**src/rtl/bin_switch_sched.sv**
```systemverilog
// bin_switch_sched
//   Bin-switch sequencer for the SAT engine bin manager. Queues bin requests,
//   writes the resident bin back through update_bin, then loads the requested
//   bin through load_bin, steering the BRAM port mux between the two movers.
//   A watchdog aborts a switch whose mover never answers.
//
//   Optional feature macro: BIN_SWITCH_SKIP_RELOAD_EN
//     defined   -> a request for the bin that is already resident completes
//                  immediately with no store or load.
//     undefined -> every request runs the full store + load sequence.
module bin_switch_sched #(
    parameter int WIDTH_BIN_ID   = 10,
    parameter int FIFO_DEPTH     = 4,
    parameter int TIMEOUT_CYCLES = 1024,
    parameter int WIDTH_TO       = 11
) (
    input  logic                    clk,
    input  logic                    rst,
    input  logic                    req_valid_i,
    input  logic [WIDTH_BIN_ID-1:0] req_bin_i,
    output logic                    req_ready_o,
    input  logic                    flush_i,
    output logic                    start_update_o,
    input  logic                    done_update_i,
    output logic                    start_load_o,
    output logic [WIDTH_BIN_ID-1:0] request_bin_num_o,
    input  logic                    done_load_i,
    output logic [1:0]              ram_sel_o,
    output logic [WIDTH_BIN_ID-1:0] cur_bin_o,
    output logic                    cur_bin_valid_o,
    output logic                    busy_o,
    output logic                    switch_done_o,
    output logic                    err_timeout_o
);

    localparam int PTR_W = (FIFO_DEPTH > 1) ? $clog2(FIFO_DEPTH) : 1;
    localparam int CNT_W = $clog2(FIFO_DEPTH + 1);
    localparam logic [CNT_W-1:0]    CNT_FULL = CNT_W'(FIFO_DEPTH);
    localparam logic [WIDTH_TO-1:0] WD_LAST  = WIDTH_TO'(TIMEOUT_CYCLES - 1);

    typedef enum logic [2:0] {
        IDLE       = 3'd0,
        STORE      = 3'd1,
        STORE_WAIT = 3'd2,
        LOAD       = 3'd3,
        LOAD_WAIT  = 3'd4,
        DONE       = 3'd5
    } state_t;

    logic [WIDTH_BIN_ID-1:0] fifoMem_q [FIFO_DEPTH];
    logic [PTR_W-1:0]        wrPtr_q, wrPtr_d;
    logic [PTR_W-1:0]        rdPtr_q, rdPtr_d;
    logic [CNT_W-1:0]        count_q, count_d;
    logic                    ready_q, ready_d;

    state_t                  state_q, state_d;
    logic [WIDTH_BIN_ID-1:0] tgt_q, tgt_d;
    logic [WIDTH_BIN_ID-1:0] curBin_q, curBin_d;
    logic                    curValid_q, curValid_d;
    logic                    err_q, err_d;
    logic [WIDTH_TO-1:0]     wd_q, wd_d;

    logic                    pushEn;
    logic                    popEn;
    logic [WIDTH_BIN_ID-1:0] headBin;

    // A flush discards the push of the same cycle; the FSM pops only while idle.
    assign pushEn  = req_valid_i & ready_q & ~flush_i;
    assign popEn   = (state_q == IDLE) && (count_q != '0);
    assign headBin = fifoMem_q[rdPtr_q];

    // Queue pointer/count next state; flush empties the queue outright.
    always_comb begin
        wrPtr_d = wrPtr_q;
        rdPtr_d = rdPtr_q;
        count_d = count_q;
        if (flush_i) begin
            wrPtr_d = '0;
            rdPtr_d = '0;
            count_d = '0;
        end else begin
            if (pushEn) begin
                wrPtr_d = wrPtr_q + PTR_W'(1);
            end
            if (popEn) begin
                rdPtr_d = rdPtr_q + PTR_W'(1);
            end
            case ({pushEn, popEn})
                2'b10:   count_d = count_q + CNT_W'(1);
                2'b01:   count_d = count_q - CNT_W'(1);
                default: count_d = count_q;
            endcase
        end
        ready_d = (count_d < CNT_FULL);
    end

    // Queue storage; entries beyond the count are never read, so no reset.
    always_ff @(posedge clk) begin
        if (pushEn) begin
            fifoMem_q[wrPtr_q] <= req_bin_i;
        end
    end

    // Queue bookkeeping registers, including the registered ready flag.
    always_ff @(posedge clk) begin
        if (rst) begin
            wrPtr_q <= '0;
            rdPtr_q <= '0;
            count_q <= '0;
            ready_q <= 1'b0;
        end else begin
            wrPtr_q <= wrPtr_d;
            rdPtr_q <= rdPtr_d;
            count_q <= count_d;
            ready_q <= ready_d;
        end
    end

    // Switch sequencer next state, target/resident bookkeeping and watchdog.
    always_comb begin
        state_d    = state_q;
        tgt_d      = tgt_q;
        curBin_d   = curBin_q;
        curValid_d = curValid_q;
        err_d      = err_q;
        wd_d       = wd_q;
        case (state_q)
            IDLE: begin
                if (popEn) begin
                    tgt_d = headBin;
`ifdef BIN_SWITCH_SKIP_RELOAD_EN
                    if (curValid_q && (headBin == curBin_q)) begin
                        state_d = DONE;
                    end else if (curValid_q) begin
                        state_d = STORE;
                    end else begin
                        state_d = LOAD;
                    end
`else
                    if (curValid_q) begin
                        state_d = STORE;
                    end else begin
                        state_d = LOAD;
                    end
`endif
                end
            end
            STORE: begin
                wd_d    = '0;
                state_d = STORE_WAIT;
            end
            STORE_WAIT: begin
                if (done_update_i) begin
                    state_d = LOAD;
                end else if (wd_q == WD_LAST) begin
                    err_d      = 1'b1;
                    curValid_d = 1'b0;
                    state_d    = IDLE;
                end else begin
                    wd_d = wd_q + WIDTH_TO'(1);
                end
            end
            LOAD: begin
                wd_d    = '0;
                state_d = LOAD_WAIT;
            end
            LOAD_WAIT: begin
                if (done_load_i) begin
                    state_d = DONE;
                end else if (wd_q == WD_LAST) begin
                    err_d      = 1'b1;
                    curValid_d = 1'b0;
                    state_d    = IDLE;
                end else begin
                    wd_d = wd_q + WIDTH_TO'(1);
                end
            end
            DONE: begin
                curBin_d   = tgt_q;
                curValid_d = 1'b1;
                state_d    = IDLE;
            end
            default: begin
                state_d = IDLE;
            end
        endcase
    end

    // Sequencer registers; reset abandons any switch in progress silently.
    always_ff @(posedge clk) begin
        if (rst) begin
            state_q    <= IDLE;
            tgt_q      <= '0;
            curBin_q   <= '0;
            curValid_q <= 1'b0;
            err_q      <= 1'b0;
            wd_q       <= '0;
        end else begin
            state_q    <= state_d;
            tgt_q      <= tgt_d;
            curBin_q   <= curBin_d;
            curValid_q <= curValid_d;
            err_q      <= err_d;
            wd_q       <= wd_d;
        end
    end

    // BRAM owner decode: the mux follows the state, so it only moves on state edges.
    always_comb begin
        ram_sel_o = 2'd0;
        case (state_q)
            STORE, STORE_WAIT: ram_sel_o = 2'd1;
            LOAD, LOAD_WAIT:   ram_sel_o = 2'd2;
            default:           ram_sel_o = 2'd0;
        endcase
    end

    assign req_ready_o       = ready_q;
    assign start_update_o    = (state_q == STORE);
    assign start_load_o      = (state_q == LOAD);
    assign request_bin_num_o = tgt_q;
    assign cur_bin_o         = curBin_q;
    assign cur_bin_valid_o   = curValid_q;
    assign busy_o            = (state_q != IDLE);
    assign switch_done_o     = (state_q == DONE);
    assign err_timeout_o     = err_q;

endmodule

```
**config.mk**
```make
export PLATFORM = sky130hd
export DESIGN_NAME = bin_switch_sched
export DESIGN_NICKNAME = d
export VERILOG_FILES = /design/src/rtl/bin_switch_sched.sv
export SDC_FILE = /design/constraint.sdc
export NUM_CORES = 1
export LEC_CHECK = 0
export CORE_MARGIN = 2
export CORE_UTILIZATION = 32
export CTS_BUF_LIST = sky130_fd_sc_hd__clkbuf_8
export CTS_CLUSTER_SIZE = 10
export DETAILED_ROUTE_END_ITERATION = 7
export SYNTH_ARGS = -nofsm -noshare
export SYNTH_HDL_FRONTEND = slang
export SYNTH_SLANG_ARGS = --single-unit
```
**constraint.sdc**
```tcl
create_clock -name clk -period 2.4 [get_ports clk]
set_input_delay 0.72 -clock clk [delete_from_list [all_inputs] [get_ports clk]]
set_output_delay 0.72 -clock clk [all_outputs]
set_load 0.02 [all_outputs]
```
==> results of run 1 <==
-- final timing paths --
kind,cells past startpoint,startpoint,to
setup / recovery,10,req_valid_i,req_ready_o$_SDFF_PP0_
hold / removal,1,wd_q[10]$_SDFFE_PP0P_,wd_q[10]$_SDFFE_PP0P_
setup reg to reg,9,count_q[0]$_SDFFE_PP0N_,req_ready_o$_SDFF_PP0_
hold reg to reg,1,wd_q[10]$_SDFFE_PP0P_,wd_q[10]$_SDFFE_PP0P_
-- cell type report --
cell class | instances | area (um2) | share of cell area (%)
clock inverters | 7 | 75.1 | 1.70
repair buffers | 70 | 682 | 15.4
multi-input cells | 170 | 1250 | 28.2
flip-flops and latches | 84 | 2080 | 47.1
clock buffers | 9 | 124 | 2.80
well taps | 136 | 170 | 3.85
inverters | 12 | 45.0 | 1.02
-- metal layers --
| layer | GRT usage, % | routed length, um | share of wire (%) | up-vias |
|---|---|---|---|---|
| li1 | - | - | - | 1157 |
| met1 | 15.8 | 3090 | 44 | 1126 |
| met2 | 22.5 | 3620 | 52 | 25 |
| met3 | 3.21 | 185 | 2.6 | 11 |
| met4 | 4.95 | 111 | 1.6 | 0 |
| met5 | 0 | 0 | 0 | - |
-- layout by cell type (no fill, tap or decap), drive strengths merged, types with 7 or more instances in the layout --
master         instances
a21oi                 27
buf                   26
clkbuf                 9
clkdlybuf4s50         38
dfxtp                 44
edfxtp                40
inv                   15
mux2i                 11
mux4                  10
nand2                 28
nor2                  24
o31ai                  7
or4                    7
-- timing repair --
action | 4_1_cts | 5_1_grt
pin swaps | 0 | 2
setup buffers | 0 | 1
endpoints found under the setup margin | 5 | 2
hold endpoints to repair | 0 | 0
gates resized for setup | 5 | 3
-- flip-flops by register name, indices dropped and copies added (netlist names) --
register	flops
cur_bin_valid_o	1
fifoMem_q	40
req_ready_o	1
rdPtr_q	2
cur_bin_o	10
err_timeout_o	1
state_q	3
wrPtr_q	2
wd_q	11
count_q	3
request_bin_num_o	10
-- power by group --
group / internal, mW / switching [mW] / leakage, nW
registers: 1.54 / 0.0311 / 0.717
logic: 0.234 / 0.293 / 0.782
clock network: 0.486 / 0.534 / 0.0976
-- stage by stage --
| stage | std cells | power (mW) | util (%) | setup slack, ps |
|---|---|---|---|---|
| after floorplan | 282 | 1.92 | - | 155 |
| after global routing | 488 | 3.27 | 42.5 | -44.4 |
| after CTS | 487 | 3.15 | 42.3 | 2.01 |
| after global placement | 471 | 2.15 | 40.5 | -277 |
| after detailed placement | 471 | 2.15 | 40.5 | -307 |
| final | 488 | 3.12 | 42.5 | 86.9 |
-- cells by family after synthesis --
| logic type | count (synthesis) | synth area share (%) |
|---|---|---|
| and+or+nand+nor | 88 | 13.2 |
| DFF | 84 | 60.3 |
| AOI/OAI and AO/OA | 47 | 8.30 |
| buffers and inverters | 28 | 3.88 |
| muxes | 21 | 9.72 |
| xor gates and xnor gates | 7 | 1.78 |
| adders and majority gates | 7 | 2.76 |
==> summary.md, run 1 <==
| Metric | Value |
|---|---|
| Status | finished, final reports clean |
| Area share of the largest cell type after synthesis | 34.8% |
| Synth top area cells | edfxtp_1 (35%), dfxtp_1 (26%), mux4_2 (6.5%) |
| Clock latency on the worst-skew pair | 350 ps |
| Global-route wire length before repair | 11600 um |
| CP required | 2650 ps |
| Setup TNS | 0 ps |
| Final slew viol count | 0 |
| Core Area | 0.0104 mm2 |
| H-tree Lvls | 3 |
| Initial antenna violation count | 0 |
| CTS tree | built |
| Flop-to-flop setup slack | 270 ps |
| Total Nets Final | 370 |
| CP arrival | about 2600 ps |
| DRC viols | 0 |
| Least-Margin Pin Slew | between 500 and 600 ps |
| GRT overflow | 0 |
| DR pass1 iterations | 4 |
| Critical Path Max Stage Delay | around 480 ps |
| WS Path Type | in2reg |
| Final period util | 96.4% |
| N_diodes | 0 |
| Final Critical Period | 2310 ps |
| Hold Violations, Final | 0 |
| Crit-path slowest cell | clkdlybuf4s50_1 |
| Area of the die | 0.0116 mm2 |
| Crit path buf inv count | 2 |
| Worst hold slack | 476 ps |
| Filler cells | 1011 |
| CTS Hold Buffers Added | 0 |
| Initial core utilization | approximately 33% |
| Gp weighted congestion | between 0.7 and 0.8 |
| Clock transition at path regs | 80 ps |
| Leak pwr | roughly 1.6 nW |
| Routed Wire Length | 7010 um |
| Synth Instances | 282 |
| Dpl hpwl | 4800 um |
| Mapped Nets | 305 |
| WL/cell | around 14 um |
| Iteration-0 DRC Markers | 93 |
| Critical Path Fanout Max | 2 |
| Crit-path most repeated cell | xnor2_1 |
| Largest delay contributor family on the critical path | adder cells |
| Synth cell types | 39 |
| Flops & latches, synth | 84 |
| # rows | 37 |
| # setup viols final | 0 |
| IO buf count | 44 |
| Avg Vias per Cell | between 4 and 5 |
| Post-synth EDFFs | 40 |
| Largest net degree at the start of global routing | 20 |
| Share of cells above drive strength 1 | 17.0% |
| Mapped Avg Cell Area | around 12 um2 |
| Max Freq | 432 MHz |
| Clock root buffer | clkbuf_8 |
| Clock buffer depth | 2 |
| CP Capture Type | flop |
| Synth top cells by count | dfxtp_1 (44), edfxtp_1 (40), nand2_1 (28) |
| Sequential area share after synthesis | 60.3% |
| Cell area after layout | 0.00442 mm2 |
| Total GRT Usage | 13.1% |
| Layout area overhead | 28.2% |
| CP cell instances | clkdlybuf4s50_1, nand2_1, nor2_2, inv_1, ha_2, fa_1, xnor2_1, nor2_1, xnor2_1, o21ba_2 |
| DIE HEIGHT | 108 um |
| Clk sinks | between 80 and 90 |
| Placement Cell Area | 0.00422 mm2 |
| Predominant post-synthesis flop cell | dfxtp_1 |
| Post-route ant nets | 0 |
| Number of global-route vias before repair | 2323 |
| Hold WC Path Type | reg2reg |
| Synth area leader | edfxtp_1 |
| P per Cell Area | about 700 mW/mm2 |
| I/O pin count | 45 |
| Die width | approximately 110 um |
| Yosys warns | 0 |
| Vias | between 2000 and 2500 |
| Worst setup SP type | input port |
| Slew headroom | 60.6% |
| Most frequent cell after synthesis | dfxtp_1 |
| Asr flop ratio synth | 0% |
| Max_cap viols | 0 |
| Clock Skews | between 4 and 5 ps |
| RSZ-0062 raised after global routing | yes |
| Clock buffer count from CTS | 9 |
| Mapped Area | 0.00345 mm2 |
| Peak supply drop | approximately 0.33 mV |
No activity file was read; power rests on OpenSTA's default activity.
==> run 2, diff against run 1 <==
--- a/config.mk
+++ b/config.mk
@@ -10,6 +10,7 @@
 export CTS_BUF_LIST = sky130_fd_sc_hd__clkbuf_8
 export CTS_CLUSTER_SIZE = 10
 export DETAILED_ROUTE_END_ITERATION = 7
+export GPL_ROUTABILITY_DRIVEN = 0
 export SYNTH_ARGS = -nofsm -noshare
 export SYNTH_HDL_FRONTEND = slang
 export SYNTH_SLANG_ARGS = --single-unit
==> results of run 2 <==
No change in the layout: final DEF, timing and power equal those of run 1.
